File: src/rtl/mul8_acc.sv
// ---------------------------------------------------------------------------
// mul8_acc
//
// Accumulation stage for the 8x8 multiplier family. It adds up a frame of
// 16-bit unsigned products in a saturating ACC_W-bit accumulator. It then
// holds the frame total on an output handshake until a consumer takes it.
//
// Frame length is sampled from `len` on the first beat of each frame. A
// length of 0 behaves as 1. Changes to `len` after the first beat are
// ignored.
//
// Ports
//   clk      in   rising-edge clock
//   rst_n    in   asynchronous active-low reset
//   len      in   products per frame (0 treated as 1)
//   p_valid  in   product beat valid
//   p_ready  out  stage can accept a product; depends on state only
//   p        in   16-bit unsigned product
//   s_valid  out  frame result valid
//   s_ready  in   consumer accepts the result
//   s        out  saturated frame sum
//   s_ovf    out  saturation occurred somewhere in this frame
//   s_cnt    out  number of beats summed
// ---------------------------------------------------------------------------
module mul8_acc #(
    parameter int ACC_W = 24,
    parameter int CNT_W = 8
) (
    input  logic             clk,
    input  logic             rst_n,
    input  logic [CNT_W-1:0] len,
    input  logic             p_valid,
    output logic             p_ready,
    input  logic [15:0]      p,
    output logic             s_valid,
    input  logic             s_ready,
    output logic [ACC_W-1:0] s,
    output logic             s_ovf,
    output logic [CNT_W-1:0] s_cnt
);

    typedef enum logic [1:0] {
        IDLE  = 2'd0,
        ACCUM = 2'd1,
        HOLD  = 2'd2
    } state_t;

    state_t           state, state_nxt;
    logic [ACC_W-1:0] acc, acc_nxt;
    logic [CNT_W-1:0] cnt, cnt_nxt;
    logic [CNT_W-1:0] len_q, len_q_nxt;
    logic             ovf, ovf_nxt;
    logic             rdy_q;

    logic             accept;
    logic [CNT_W-1:0] len_eff;
    logic [CNT_W-1:0] cnt_inc;
    logic [ACC_W:0]   sum;

    // rdy_q keeps p_ready low through reset. It rises on the first clock
    // edge after reset is released.
    assign p_ready = rdy_q && (state != HOLD);
    assign s_valid = (state == HOLD);
    assign s       = acc;
    assign s_ovf   = ovf;
    assign s_cnt   = cnt;

    assign accept  = p_valid && p_ready;
    assign len_eff = (len == '0) ? CNT_W'(1) : len;
    assign cnt_inc = cnt + CNT_W'(1);
    // One extra bit so the carry out of the accumulator is visible.
    assign sum     = {1'b0, acc} + (ACC_W+1)'(p);

    always_comb begin
        // NOTE: every signal driven here gets a default first. An incomplete
        // assignment path would otherwise infer a latch.
        state_nxt = state;
        acc_nxt   = acc;
        cnt_nxt   = cnt;
        len_q_nxt = len_q;
        ovf_nxt   = ovf;

        unique case (state)
            IDLE: begin
                if (accept) begin
                    acc_nxt   = ACC_W'(p);
                    cnt_nxt   = CNT_W'(1);
                    len_q_nxt = len_eff;
                    ovf_nxt   = 1'b0;
                    state_nxt = (len_eff == CNT_W'(1)) ? HOLD : ACCUM;
                end
            end
            ACCUM: begin
                if (accept) begin
                    // Once saturated, acc is all-ones. Any later nonzero
                    // beat carries out again, so acc stays pinned.
                    if (sum[ACC_W]) begin
                        acc_nxt = '1;
                        ovf_nxt = 1'b1;
                    end else begin
                        acc_nxt = sum[ACC_W-1:0];
                    end
                    cnt_nxt = cnt_inc;
                    if (cnt_inc == len_q) begin
                        state_nxt = HOLD;
                    end
                end
            end
            HOLD: begin
                if (s_ready) begin
                    state_nxt = IDLE;
                end
            end
            default: state_nxt = IDLE;
        endcase
    end

    // NOTE: sequential state uses non-blocking assignments only. This keeps
    // every flop sampling pre-edge values regardless of process order.
    always_ff @(posedge clk or negedge rst_n) begin
        if (!rst_n) begin
            state <= IDLE;
            acc   <= '0;
            cnt   <= '0;
            len_q <= '0;
            ovf   <= 1'b0;
            rdy_q <= 1'b0;
        end else begin
            state <= state_nxt;
            acc   <= acc_nxt;
            cnt   <= cnt_nxt;
            len_q <= len_q_nxt;
            ovf   <= ovf_nxt;
            rdy_q <= 1'b1;
        end
    end

endmodule

File: config.mk
export PLATFORM = sky130hd
export DESIGN_NAME = mul8_acc
export DESIGN_NICKNAME = d
export VERILOG_FILES = /design/src/rtl/mul8_acc.sv
export SDC_FILE = /design/constraint.sdc
export NUM_CORES = 1
export LEC_CHECK = 0
export CORE_MARGIN = 8
export CORE_UTILIZATION = 51
export DETAILED_ROUTE_END_ITERATION = 12
export PLACE_DENSITY = 0.8
export SYNTH_ARGS = -nofsm -noshare
export SYNTH_HDL_FRONTEND = slang
export SYNTH_SLANG_ARGS = --single-unit
File: constraint.sdc
create_clock -name clk -period 6.1 [get_ports clk]
set_clock_uncertainty 0.05 [all_clocks]
set_input_delay 0.61 -clock clk [delete_from_list [all_inputs] [get_ports clk]]
set_output_delay 0.61 -clock clk [all_outputs]
set_load 0.05 [all_outputs]
==> results summary <==
The wire length per cell came out at 16.21 um. Dividing the detail-routed via count by the number of cells gives 5.772. On the worst path, the slowest cell contributes a delay of 0.61 ns. Of the cells placed in the final design, the portion with a size suffix greater than 1 is 6.188%. The critical path is of the in -> reg type. The relative contribution of combinational cells to total power is 60.7%. The worst slew slack as a fraction of its limit is 32.11%. The number of cell rows came out at 28. The first TritonRoute pass finished after 4 iterations.

The final non-filler cell area came out at 3747 um2. The maximum level of the CTS H-tree came out at 2. The family with the most delay on the worst path is compound AO/OA/AOI/OAI gates. The sequential element share of the synthesized area is 36.73%. The number of flops mapped to enable cells by yosys is 0. The final worst-path cycle share is 56.92%. The number of global-route vias before repair came out at 2,758. The required time reported for the critical path endpoint is 6.27 ns. The TritonCTS clock tree is yes. The post-placement cell count is 471. The count of clock tree sinks came out at 44. The post-synthesis cell type count came out at 53. The run finished with clean final reports. The overall power consumption came out at 1.898 mW. The pin count of the biggest net entering global routing came out at 45. The initial standard-cell utilization of the core came out at 51.55%. The setup TNS is 0 ns. In the synthesized netlist, the number of instances is 348. The critical path capture point type is a flip-flop.

The first global-routing pass estimated 13,310 um of wire. Across the VDD grid, the largest voltage drop is 0.2846 mV. The number of filler instances in the final layout came out at 520.

The placed instances occupy a cell area of 3626 um2. The net switching power figure is 0.9284 mW. After synthesis, the largest family of logic cells by area is compound AO/OA/AOI/OAI gates. The share of the synthesized area in compound gates (AO/OA/AOI/OAI) came out at 24.50%. The horizontal extent of the die came out at 92.67 um. The I/O pin total is 63. The maximum root-to-sink buffer count came out at 2.

The net total in the final layout came out at 449. The total routed wirelength came out at 7765 um. The most numerous cell type found on the critical path is sky130_fd_sc_hd__nor2b_1.

Traced cell by cell, the critical path runs through clkdlybuf4s50_1 > ha_1 > inv_1 > fa_1 > nor2b_1 > o21ai_1 > a21oi_1 > nor2b_1 > o31ai_2 > a211o_1 > o22ai_1 > o21ai_0. The total count of max-transition violations in the final report came to 0. The post-synthesis to final-layout area growth is 25.00%. The share of power burned in registers is 26.5%. Setup repair after global routing left no endpoint under its margin. The clock power share is 12.8%. In this run the post-CTS setup repair buffer count came out at 0.

The total congestion overflow is 0. The post-route DRC violation count is 0. OpenSTA, run right after detailed placement, puts the worst setup slack at 2.393 ns. The post-synthesis simple-gate area fraction came out at 17.24%. The slowest stage of the critical path is the sky130_fd_sc_hd__a211o_1 cell. The area of the placeable core came out at 5816 um2. The post-cts hold buffer count is 0.

The post-CTS clock slew at the launch and capture registers of the worst setup and hold paths is 0.09 ns. The worst hold margin came out at 0.4253 ns. The min-delay analysis places its worst path in the category in -> async. At the pin with the least slew margin, the transition time is 1.018 ns. Routability-driven placement finished with a final weighted congestion of 0.9165. In this run the tool buffered the top-level ports with 62 buffer cells. Setup slack closes at 2.628 ns. The total global routing track utilization is 18.71%.

The buffers plus inverters on the worst setup path came out at 2. The leakage component of the power came out at 1.619 nW. Data arrives at the worst endpoint at 3.64 ns.

The max-capacitance violation count came out at 0. The total CTS buffers came out at 5. The vertical extent of the die is 92.67 um. Cell internal power was estimated by the tool at 0.9695 mW.

The number of antenna violations at the first check in global routing was 0. The post-layout minimum cycle time is 3.472 ns. The total of endpoints with negative setup slack in the final report came out at 0. The final count of hold timing violations came to 0. The via count came out at 2,765. In the synthesized netlist the dominant register cell turns out to be sky130_fd_sc_hd__dfrtp_1. The net count after synthesis is 394. The violation count after the first detailed-routing iteration came out at 110.

The maximum net fanout on the critical path came out at 17. Detailed placement finished with a half-perimeter wire length of 5601 um. Of the total power, the share spent switching nets is 48.92%. The non-filler instance count after layout is 479.

The summed instance area of the synthesized netlist came out at 2998 um2. The antenna diode count is 0. The number of nets still failing antenna checks after routing is 0. Power spread over the standard cell area amounts to 506.5 nW/um2. The multiplexer fraction of the synthesized cell area came out at 2.629%. The post-synthesis sequential element count came out at 44. The total die area is 8588 um2. The share of synthesized cell area in full adder, half adder and majority cells came out at 7.763%. The clock network latency to the later pin of the worst-skew pair came out at 0.31 ns. The cell at the root of the clock tree is sky130_fd_sc_hd__clkbuf_8.

The xor-xnor portion of the synthesized cell area is 7.304%. The worst setup path is launched from an input pin. After synthesis, the share of flip-flops with an asynchronous set or reset is 100.0%. The number of resized instances in the post-cts repair step came out at 0.

The peak clock frequency supported by timing came out at 288.0 MHz. The number of warnings reported in the yosys synthesis log came out at 0. The core utilization of the finished layout came out at 64.44%. Dividing the synthesized area by the synthesized cell count gives 8.615 um2.
==> registers in the layout, indices dropped and copies added (netlist names) <==
register  flops
rdy_q         1
len_q         8
s_ovf         1
s            24
s_cnt         8
state         2
==> synthesized netlist by cell type, types with 4 or more instances <==
| cell | count | area [um2] |
|---|---|---|
| sky130_fd_sc_hd__a21oi_1 | 31 | 155.2 |
| sky130_fd_sc_hd__clkbuf_1 | 10 | 37.54 |
| sky130_fd_sc_hd__xnor2_1 | 10 | 87.58 |
| sky130_fd_sc_hd__dfrtp_1 | 44 | 1101 |
| sky130_fd_sc_hd__a21o_1 | 4 | 30.03 |
| sky130_fd_sc_hd__nand2b_1 | 4 | 25.02 |
| sky130_fd_sc_hd__o21ai_0 | 36 | 180.2 |
| sky130_fd_sc_hd__mux2_2 | 7 | 78.83 |
| sky130_fd_sc_hd__nand2_1 | 50 | 187.7 |
| sky130_fd_sc_hd__ha_1 | 17 | 212.7 |
| sky130_fd_sc_hd__nand3_1 | 15 | 75.07 |
| sky130_fd_sc_hd__o22ai_1 | 16 | 100.1 |
| sky130_fd_sc_hd__nor2_1 | 17 | 63.81 |
| sky130_fd_sc_hd__xor2_1 | 15 | 131.4 |
| sky130_fd_sc_hd__o21ai_1 | 9 | 45.04 |
| sky130_fd_sc_hd__a31oi_1 | 4 | 25.02 |
| sky130_fd_sc_hd__inv_1 | 8 | 30.03 |
==> cells by family (layout without fill, tap and decap cells) <==
group,Yosys count,after routing
XOR/XNOR,25,25
other,1,1
adder cells (fa/ha/maj),18,18
buffers and inverters,22,78
AND/OR/NAND/NOR,108,108
AO/OA/AOI/OAI,123,123
flip-flops,44,44
multiplexers,7,7
==> cell usage in the layout (no fill, tap or decap), types with 4 or more instances in the layout <==
master                             n
sky130_fd_sc_hd__a21oi_1          31
sky130_fd_sc_hd__mux2_2            7
sky130_fd_sc_hd__nand3_1          15
sky130_fd_sc_hd__clkdlybuf4s50_1  61
sky130_fd_sc_hd__xnor2_1          10
sky130_fd_sc_hd__xor2_1           15
sky130_fd_sc_hd__nand2_1          50
sky130_fd_sc_hd__clkbuf_8          6
sky130_fd_sc_hd__o22ai_1          16
sky130_fd_sc_hd__a21o_1            4
sky130_fd_sc_hd__a31oi_1           4
sky130_fd_sc_hd__o21ai_1           9
sky130_fd_sc_hd__dfrtp_1          44
sky130_fd_sc_hd__ha_1             17
sky130_fd_sc_hd__nor2_1           17
sky130_fd_sc_hd__o21ai_0          36
sky130_fd_sc_hd__inv_1             8
sky130_fd_sc_hd__nand2b_1          4
==> cell type report <==
| type | count | area, um2 | area share (%) |
|---|---|---|---|
| Clock buffer | 6 | 82.58 | 2.204 |
| Clock inverter | 2 | 38.79 | 1.035 |
| Inverter | 8 | 30.03 | 0.8013 |
| Multi-Input combinational cell | 282 | 1785 | 47.65 |
| Sequential cell | 44 | 1101 | 29.38 |
| Tap cell | 75 | 93.84 | 2.504 |
| Timing Repair Buffer | 62 | 615.6 | 16.43 |
==> power groups by stage <==
stage	logic (mW)	clock network, mW	registers, mW
2_1_floorplan	0.663	0	0.694
3_5_place_dp	1.14	0	0.506
6_report	1.15	0.244	0.502
3_3_place_gp	1.12	0	0.503
4_1_cts	1.15	0.249	0.501
5_1_grt	1.26	0.259	0.515
==> path summary, 6_finish.rpt <==
path / slack, ns / cells after the start / endpoint / from
setup / recovery: 2.63 / 12 / s[14]$_DFFE_PN0P_ / p[0]
max in group asynchronous: 4.95 / 1 / s_cnt[5]$_DFFE_PN0P_ / rst_n
min in group clk: 0.47 / 2 / s[4]$_DFFE_PN0P_ / s[4]$_DFFE_PN0P_
setup reg to reg: 3.02 / 11 / s[14]$_DFFE_PN0P_ / s[0]$_DFFE_PN0P_
hold / removal: 0.43 / 1 / s[5]$_DFFE_PN0P_ / rst_n
hold reg to reg: 0.47 / 2 / s[4]$_DFFE_PN0P_ / s[4]$_DFFE_PN0P_
==> per-layer routing <==
layer	vias to the layer above	wire, um	GRT usage [%]
li1	1375	-	-
met1	1310	3328	23.04
met2	74	3915	31.64
met3	6	424	4.612
met4	0	97	5.369
met5	-	0	0
Power figures use the tool's default switching activity.
==> patch (config.mk and constraints unchanged) <==
`ACC_W`: 24 -> 36.
--- a/src/rtl/mul8_acc.sv
+++ b/src/rtl/mul8_acc.sv
@@ -23,7 +23,7 @@
 //   s_cnt    out  number of beats summed
 // ---------------------------------------------------------------------------
 module mul8_acc #(
-    parameter int ACC_W = 24,
+    parameter int ACC_W = 36,
     parameter int CNT_W = 8
 ) (
     input  logic             clk,
Interface: changed (resized s); port bits go from 63 to 75. No check against the original RTL was run, so the function may have changed too.
==> patch against the unedited design <==
Synthesized area is 26% higher. Count of clock-buffer cells in the layout fell by 1. Combinational power is 15% higher. Largest power group unchanged. Sequential cell count grew 12. First-iteration DRC count up 130%. Power is 13% higher. Worst setup slack worse by 190 ps. Wire length grew 36%. Final area grew 25%.
==> patch: results (changes against the unedited design) <==
| Metric | Value |
|---|---|
| # fillers | 633 (was 520) |
| RD Place Congestion | 0.928 (was 0.917) |
| Mux cell area share after synthesis | 3.15% (was 2.63%) |
| List of most frequent post-synthesis cells | 56 x dfrtp_1, 44 x a21oi_1, 38 x o21ai_0 (was 50 x nand2_1, 44 x dfrtp_1, 36 x o21ai_0) |
| Fraction of area in non-clock buffers | 16.5% (was 16.4%) |
| Multi-input combinational cell count | 349 (was 282) |
| Synthesis-to-layout area growth | 24.2% (was 25.0%) |
| Outcome | finished clean (unchanged) |
| Number of pins exceeding their max-slew limit in the final report | 0 (unchanged) |
| DR WL/cell | 17.7 um (was 16.2 um) |
| Post-synthesis average cell area | 8.72 sq um (was 8.61 sq um) |
| Adder and majority gate portion of the synthesized area | 6.17% (was 7.76%) |
| Critical path data arrival time | 3760 ps (was 3640 ps) |
| Non-Clock Buffer Count | 79 (was 62) |
| Number of flip-flops under the largest register name | 36 (was 24) |
| CTS Sinks | 56 (was 44) |
| Post-DP HPWL | 7.46 mm (was 5.60 mm) |
| Clk_lat worst skew | 320 ps |
| Largest net degree at the start of global routing | 57 (was 45) |
| Critical path's slowest cell | nor2_1 (was a211o_1) |
| Reg2Reg Depth | 9 (was 11) |
| # port buffers | 74 (was 62) |
| Final-layout clock-cell area share | 2.05% (was 3.24%) |
| Combinational Power | 1.32 mW (was 1.15 mW) |
| Power attributed to sequential cells | 0.609 mW (was 0.502 mW) |
| Maximum resistive drop on vdd | 0.000272 V (was 0.000285 V) |
| Sequential fraction of total cell area | 29.9% (was 29.4%) |
| Average via count per standard cell | 6.22 (was 5.77) |
| Tightest slew margin relative to the limit | 22.8% (was 32.1%) |
| Proportion of synthesized chip area in sequential cells | 37.1% (was 36.7%) |
| Biggest area contributors in the synthesized netlist | dfrtp_1 37%, a21oi_1 5.8%, ha_1 5.6% (was dfrtp_1 37%, ha_1 7.1%, nand2_1 6.3%) |
| Syn Nets | 479 (was 394) |
| Total Routing Usage GR | 20.9% (was 18.7%) |
| Complex-gate fraction of the synthesized area | 24.8% (was 24.5%) |
| Worst setup slack for register-to-register paths | 2750 ps (was 3020 ps) |
| Detailed-routing iteration count for the pre-antenna-repair pass | 5 (was 4) |
| Net total in the final layout | 545 (was 449) |
| Highest net fanout along the worst path | 14 (was 17) |
| Layout cell share with drive strength beyond 1 | 6.40% (was 6.19%) |
| Leakage power summed over all cells | 1.83 nW (was 1.62 nW) |
| Clock transition at the registers of the reported paths | 120 ps (was 90 ps) |
| Number of logic inverters in the finished layout | 8 (unchanged) |
| Switch Pwr | 1.09 mW (was 0.928 mW) |
| Via count of the first global-routing pass | 3703 (was 2758) |
| Placed cell area | 0.00459 sq mm (was 0.00363 sq mm) |
| Multi-input gate share of total cell area | 48.3% (was 47.6%) |
| Number of library cell types mapped by synthesis | 60 (was 53) |
| Capturing point of the worst reg2reg path | s[7] (was s[14]) |
| Maximum clock path buffer count | 2 (unchanged) |
| DR iter-0 viols | 258 (was 110) |
| Slowest Stage Delay on Critical Path | 810 ps (was 610 ps) |
| Post-synthesis share of cell area spent on xor and xnor gates | 5.34% (was 7.30%) |
## patch: per-layer routing
layer	vias to the layer above	global-route usage, %	share of wire (%)
li1	1762	-	-
met3	20	4.77	8.4
met5	-	0	0
met1	1792	26.4	43
met4	0	6.55	1.8
met2	154	34.6	47
## patch: worst reg2reg max path, cell delays in order (launching register included)
cell and delay [ps]:
dfrtp_1 420, ha_1 230, fa_1 410, a21o_1 220, a31oi_1 370, nor4_4 70, o21ai_2 320, nor3_1 110
nor2_1 810, a21oi_1 160
## patch: per-stage QoR
stage,setup slack (ps),hold WS (ps),total power [mW],cells
floorplan,3230,264,1.55,433
finish,2440,363,2.15,599
CTS,2440,390,2.15,599
global placement,2260,453,1.89,591
global route,2200,434,2.30,599
detailed placement,2100,463,1.92,591
